===== src/rtl/cache_mem_arbiter.sv =====
// Shares one memory line port between the I-cache (read-only) and the D-cache (read/write).
// Grants one request at a time, holds the downstream command stable, and alternates grants on contention.
module cache_mem_arbiter #(
  parameter int ADDR_W = 32,
  parameter int LINE_W = 256
) (
  input  logic              clk,
  input  logic              rst,
  input  logic              i_read,
  input  logic [ADDR_W-1:0] i_addr,
  output logic [LINE_W-1:0] i_rdata,
  output logic              i_resp,
  input  logic              d_read,
  input  logic              d_write,
  input  logic [ADDR_W-1:0] d_addr,
  input  logic [LINE_W-1:0] d_wdata,
  output logic [LINE_W-1:0] d_rdata,
  output logic              d_resp,
  output logic              mem_read,
  output logic              mem_write,
  output logic [ADDR_W-1:0] mem_addr,
  output logic [LINE_W-1:0] mem_wdata,
  input  logic [LINE_W-1:0] mem_rdata,
  input  logic              mem_resp
);

  typedef enum logic [1:0] {
    IDLE   = 2'd0,
    BUSY_I = 2'd1,
    BUSY_D = 2'd2
  } state_t;

  localparam logic GRANT_I = 1'b0;
  localparam logic GRANT_D = 1'b1;

  state_t            state_q,      state_d;
  logic              last_grant_q, last_grant_d;
  logic              mem_read_q,   mem_read_d;
  logic              mem_write_q,  mem_write_d;
  logic [ADDR_W-1:0] mem_addr_q,   mem_addr_d;
  logic [LINE_W-1:0] mem_wdata_q,  mem_wdata_d;

  logic i_req;
  logic d_req;
  logic pick_d;

  assign i_req = i_read;
  assign d_req = d_read | d_write;

  // On contention the side that did not own the port last time wins.
  always_comb begin
    state_d      = state_q;
    last_grant_d = last_grant_q;
    mem_read_d   = mem_read_q;
    mem_write_d  = mem_write_q;
    mem_addr_d   = mem_addr_q;
    mem_wdata_d  = mem_wdata_q;
    pick_d       = 1'b0;

    case (state_q)
      IDLE: begin
        if (i_req || d_req) begin
          pick_d = d_req && (!i_req || (last_grant_q == GRANT_I));
          if (pick_d) begin
            state_d      = BUSY_D;
            last_grant_d = GRANT_D;
            mem_addr_d   = d_addr;
            mem_wdata_d  = d_wdata;
            mem_write_d  = d_write;
            mem_read_d   = ~d_write;
          end else begin
            state_d      = BUSY_I;
            last_grant_d = GRANT_I;
            mem_addr_d   = i_addr;
            mem_write_d  = 1'b0;
            mem_read_d   = 1'b1;
          end
        end
      end

      BUSY_I, BUSY_D: begin
        if (mem_resp) begin
          state_d     = IDLE;
          mem_read_d  = 1'b0;
          mem_write_d = 1'b0;
        end
      end

      default: begin
        state_d     = IDLE;
        mem_read_d  = 1'b0;
        mem_write_d = 1'b0;
      end
    endcase
  end

  always_ff @(posedge clk or negedge rst) begin
    if (!rst) begin
      state_q      <= IDLE;
      last_grant_q <= GRANT_I;
      mem_read_q   <= 1'b0;
      mem_write_q  <= 1'b0;
      mem_addr_q   <= '0;
      mem_wdata_q  <= '0;
    end else begin
      state_q      <= state_d;
      last_grant_q <= last_grant_d;
      mem_read_q   <= mem_read_d;
      mem_write_q  <= mem_write_d;
      mem_addr_q   <= mem_addr_d;
      mem_wdata_q  <= mem_wdata_d;
    end
  end

  // Responses pass straight through; only the owner's resp may fire.
  assign i_resp    = (state_q == BUSY_I) && mem_resp;
  assign d_resp    = (state_q == BUSY_D) && mem_resp;
  assign i_rdata   = mem_rdata;
  assign d_rdata   = mem_rdata;

  assign mem_read  = mem_read_q;
  assign mem_write = mem_write_q;
  assign mem_addr  = mem_addr_q;
  assign mem_wdata = mem_wdata_q;

endmodule


===== config.mk =====
export PLATFORM = sky130hd
export DESIGN_NAME = cache_mem_arbiter
export DESIGN_NICKNAME = d
export VERILOG_FILES = /design/src/rtl/cache_mem_arbiter.sv
export SDC_FILE = /design/constraint.sdc
export NUM_CORES = 1
export LEC_CHECK = 0
export ABC_AREA = 1
export CAP_MARGIN = 15
export CORE_AREA = 10 10 534 536
export CTS_CLUSTER_DIAMETER = 30
export DETAILED_ROUTE_END_ITERATION = 7
export DIE_AREA = 0 0 544 546
export HOLD_SLACK_MARGIN = 0.05
export PLACE_DENSITY = 0.3
export SYNTH_ARGS = -nofsm -noshare
export SYNTH_HDL_FRONTEND = slang
export SYNTH_SLANG_ARGS = --single-unit

===== constraint.sdc =====
create_clock -name clk -period 1.6 [get_ports clk]
set_input_delay 0.32 -clock clk [delete_from_list [all_inputs] [get_ports clk]]
set_output_delay 0.32 -clock clk [all_outputs]
set_load 0.1 [all_outputs]

* After elaboration in Yosys (flattened, before gate mapping)
Index checks and enable logic that the tools add are counted.
** Storage, ports and cells
- Register bits after elaboration :: 293
- Output and inout port bits :: 804
** Cells by class
- Equal/unequal tests :: 4
- Muxes and demuxes :: 13
- Bitwise gates (word level) :: 3
- Reduce and logical (&&, ||, !) cells :: 11
** Operators with widths (count)
- 2-to-1 mux 32 bit :: 1
- 2-to-1 mux 1 bit :: 6
- 2-to-1 mux 2 bit :: 3
- inequality test 2 bit (second input constant) :: 2
- case mux 1 bit (2 select lines) :: 2
- case mux 2 bit (2 select lines) :: 1
- AND reduction 2 bit :: 2
- logical AND 1 bit :: 3
- AND reduction 3 bit :: 1
- equality test 2 x 1 -> 1 bit (second input constant) :: 1
- equality test 2 bit (second input constant) :: 1
- logical NOT 2 bit :: 1
- logical OR 1 bit :: 2
- inverter 1 bit :: 2
- OR reduction 2 bit :: 1
- logical NOT 1 bit :: 1
- bitwise OR 1 bit :: 1

* Longest topological paths before layout
- Word-level depth :: 6
- Gate-level depth with buffers :: 8

* Least setup slack after synthesis
No wires, ideal clock.
- Path kind :: register to output
- Start point :: reg state_q[0]
- End point :: out d_resp
- Arrival :: 1.204 ns
- Required time :: 1.280 ns
- Path slack :: 0.076 ns
- Cell stages (with the launch flop) :: 5
- Buffers on the path :: 0
- Cell sequence :: dfrtp_1 -> inv_1 -> ha_1 -> nand2_1 -> inv_1
** Between the ends
- Longest elaborated chain between the ends :: 2
** RTL lines
- from (decl) :: line 36 : state_t state_q, state_d;
- from (signal assigned) :: line 106 : state_q <= state_d;
- equality test 2 bit :: line 117 : assign d_resp = (state_q == BUSY_D) && mem_resp;
- logical AND 1 bit :: line 117
- to (decl) :: line 18 : output logic d_resp,
Every way passes these cells.

* Worst setup path in the final report
- Start point :: reg state_q[1]
- End point :: out i_resp
** Between the ends
- Longest elaborated chain between the ends :: 2
** RTL lines
- equality test 2 x 1 -> 1 bit :: line 116 : assign i_resp = (state_q == BUSY_I) && mem_resp;
- logical AND 1 bit :: line 116
- to (decl) :: line 12 : output logic i_resp,
Every way passes these cells.

==> qor.txt <==
vias -> 14,764
synthesis-to-layout area growth -> 130.8%
Num CTS Buffers -> 102
ys flop type -> dfrtp_1
CP Cell Sequence -> inv_2 -> buf_6 -> ha_4 -> nand2_2 -> inv_2 -> buf_12
first-pass GRT wire length -> 205,700 um
syn avg cell area -> 8.165 um^2
Sw Share -> 51.53%
DR iter-0 viols -> 729
Core ar. -> 274,800 um^2
CP Capture Type -> output port
ys async rst share -> 100.0%
PortBufs -> 617
nets -> 2,999
die width -> 544 um
Max Fclk -> 506.7 MHz
estimated wirelength of the detail-placed design -> 137,700 um
top cell type's share of synthesized area -> 47.02%
share of cells above drive strength 1 -> 58.99%
RSZ-0062 raised after global routing -> true
pwr/cell area -> 3087 nW/um^2
via density per instance -> 2.418
Slew Limit Fails -> 0
sequential share of power -> 14.8%
Synth cell types -> 16
routed len/inst -> 27.78 um
TritonCTS clock tree -> done
Int Pwr -> 53.85 mW
CP max stage cell -> dfrtp_1
Clock Sinks -> 293
Worst Tran Pin Value -> 466.1 ps
Fin Clk Skew -> 30.47 ps
slowest cell delay on critical path -> 380 ps
register area share after synthesis -> 47.02%
Mapped Area -> 15,590 um^2
Max Cap Viol -> 0
synth warn -> 0
path depth of the worst reg2reg path -> 12
Critical R2R Capture -> mem_wdata[236]
switching power -> 57.25 mW
FF-to-FF Start -> state_q[0]
Fillers -> 31,007
status -> finished with violations
Critical Path RT -> 1280 ps
path type of the worst setup path -> flop to output port
CP most frequent cell -> inv_2
Mapped Nets -> 2,495
Hold WC Path Type -> input pin to async pin
R2R setup slack -> -240 ps
Worst Path Max Fanout -> 2
total wire length -> 169,600 um
EDFF count, synth -> 0
synthesized instance count -> 1,910
Max Root-Sink Buffers -> 3
vias in the first global route -> 15,784
Worst EP arrival -> 1650 ps
Tmin final -> 1973 ps
endpoints failing setup -> 475
io pins -> 1,386
Fin Setup TNS -> -55,010 ps
Logic pwr share -> 67.5%
RePlAce Congestion -> 0.7838
chip height -> 546 um
most area-consuming cells after synthesis -> dfrtp_1, buf_4, nand2_1
pin count of the biggest net entering global routing -> 53
DRC -> 0
initial antenna violation count -> 13
Rel. slew slack -> 68.93%
Clk pwr share -> 17.7%
Final Hold Viols -> 0
setup slack after layout -> -373.4 ps
grt ovf -> 0
latest clock arrival within the worst-skew pair -> 700 ps
failing checks -> negative setup slack
period utilization -> 123.3%
CTS root buffer -> clkbuf_16
dominant cell type by area after synthesis -> dfrtp_1
crit start category -> flop
static leakage -> 15.87 nW
H-tree levels -> 3
Post-Route Utilization -> 13.10%
Yosys reg bits -> 293
global-route usage over all layers -> 10.89%
DRT Pass-1 Iters -> 5
Max VDD drop -> 0.001536 V
num rows -> 193
starting density of the core -> 5.675%
die area -> 297,000 um^2
Final ANT Viol Nets -> 0
clock-pin slew on the worst setup and hold paths -> 40 ps
-- how the worst max path moves through the flow --
| stage | from | to | slack, ps | depth (start not counted) |
|---|---|---|---|---|
| 2_1_floorplan | state_q[0] | d_resp | 80 | 4 |
| 3_3_place_gp | d_read | mem_wdata[85] | -460 | 9 |
| 3_5_place_dp | d_write | mem_wdata[85] | -460 | 9 |
| 4_1_cts | state_q[1] | i_resp | -490 | 6 |
| 5_1_grt | state_q[1] | i_resp | -490 | 6 |
| 6_report | state_q[1] | i_resp | -370 | 6 |
-- critical path, delay by kind of cell (launching register included) --
family | cells | cell delay [ps]
adders and majority gates | 1 | 110
buffers and inverters | 4 | 380
DFF | 1 | 380
and+or+nand+nor | 1 | 40
-- registers in the layout, indices dropped and copies added, names as in the netlist --
register	flops
mem_read	1
mem_wdata	256
mem_write	1
last_grant_q	1
state_q	2
mem_addr	32
-- cells in the mapped netlist, types with 2 or more instances --
cell and number:
nand2_1 883, buf_4 538, dfrtp_1 293, inv_1 72
nand3_1 67, buf_2 37, clkbuf_1 6, ha_1 3
buf_1 2, inv_2 2, nor2_1 2
-- routing by layer --
metal / vias to the layer above / GRT usage (%) / routed length, um
met5: - / 0.3084 / 121
met4: 4 / 4.053 / 6993
met2: 1220 / 15.66 / 69900
met1: 6898 / 9.941 / 52960
met3: 338 / 11.83 / 39680
li1: 6304 / - / -
-- placed cells by master, fill, tap and decap left out, drive strengths merged --
master         Yosys  final
nor2               2      2
inv               74     76
nand4              1      1
a21oi              1      1
dlygate4sd3        0      1
ha                 3      3
clkdlybuf4s50      0    324
diode              0      2
nand3             68     68
buf              577    648
nand2            884    884
clkbuf             6    163
bufinv             0      3
dfrtp            293    293
clkinv             0     24
clkinvlp           0      5
o21ai              1      1
-- power by group through the flow --
stage | Clock [mW] | Sequential, mW | Combinational [mW]
floorplan | 0 | 38.9 | 13.0
global placement | 0 | 16.1 | 58.4
detailed placement | 0 | 16.1 | 58.3
CTS | 20.2 | 16.5 | 71.5
global route | 20.6 | 16.8 | 78.8
finish | 19.6 | 16.4 | 75.0
-- repair_timing --
item / CTS / global route
hold buffers: 1 / 0
setup endpoints to repair: 549 / 573
pin swaps: 113 / 123
endpoints found under the hold margin: 191 / 0
gates resized for setup: 594 / 470
gates cloned: 61 / 8
buffers inserted: 102 / 136
-- cells by family (layout without fill, tap and decap cells) --
| kind of cell | Yosys count | count (layout) | share of synthesized area [%] |
|---|---|---|---|
| adder cells (fa/ha/maj) | 3 | 3 | 0.2407 |
| buffers and inverters | 657 | 1244 | 29.06 |
| AO/OA/AOI/OAI | 2 | 2 | 0.08823 |
| flip-flops | 293 | 293 | 47.02 |
| AND/OR/NAND/NOR | 955 | 955 | 23.60 |
| other | 0 | 2 | 0 |
-- area by class of cell --
type	count	area, um^2	share of cell area [%]
timing repair buffer	980	13990	38.87
multi-input combinational	960	6256	17.38
timing repair inverter	3	61.31	0.1704
sequential	293	7447	20.69
clock inverter	31	344.1	0.9561
clock buffer	156	3067	8.521
tap	3607	4513	12.54
antenna	2	5.005	0.01391
inverter	74	306.5	0.8518
-- per-stage QoR --
stage	instances	power, mW	instance area (um^2)	hold slack [ps]	worst slack (ps)
finish	6106	111.1	35990	134.8	-373.4
CTS	5992	108.1	33730	61.16	-490.3
floorplan	1910	51.85	15600	24.41	75.93
global placement	5650	74.55	26110	270.3	-456.0
global route	6105	116.2	35990	109.6	-490.3
detailed placement	5650	74.35	26110	267.6	-461.4
Note: power is estimated with default switching activity, not from simulation.
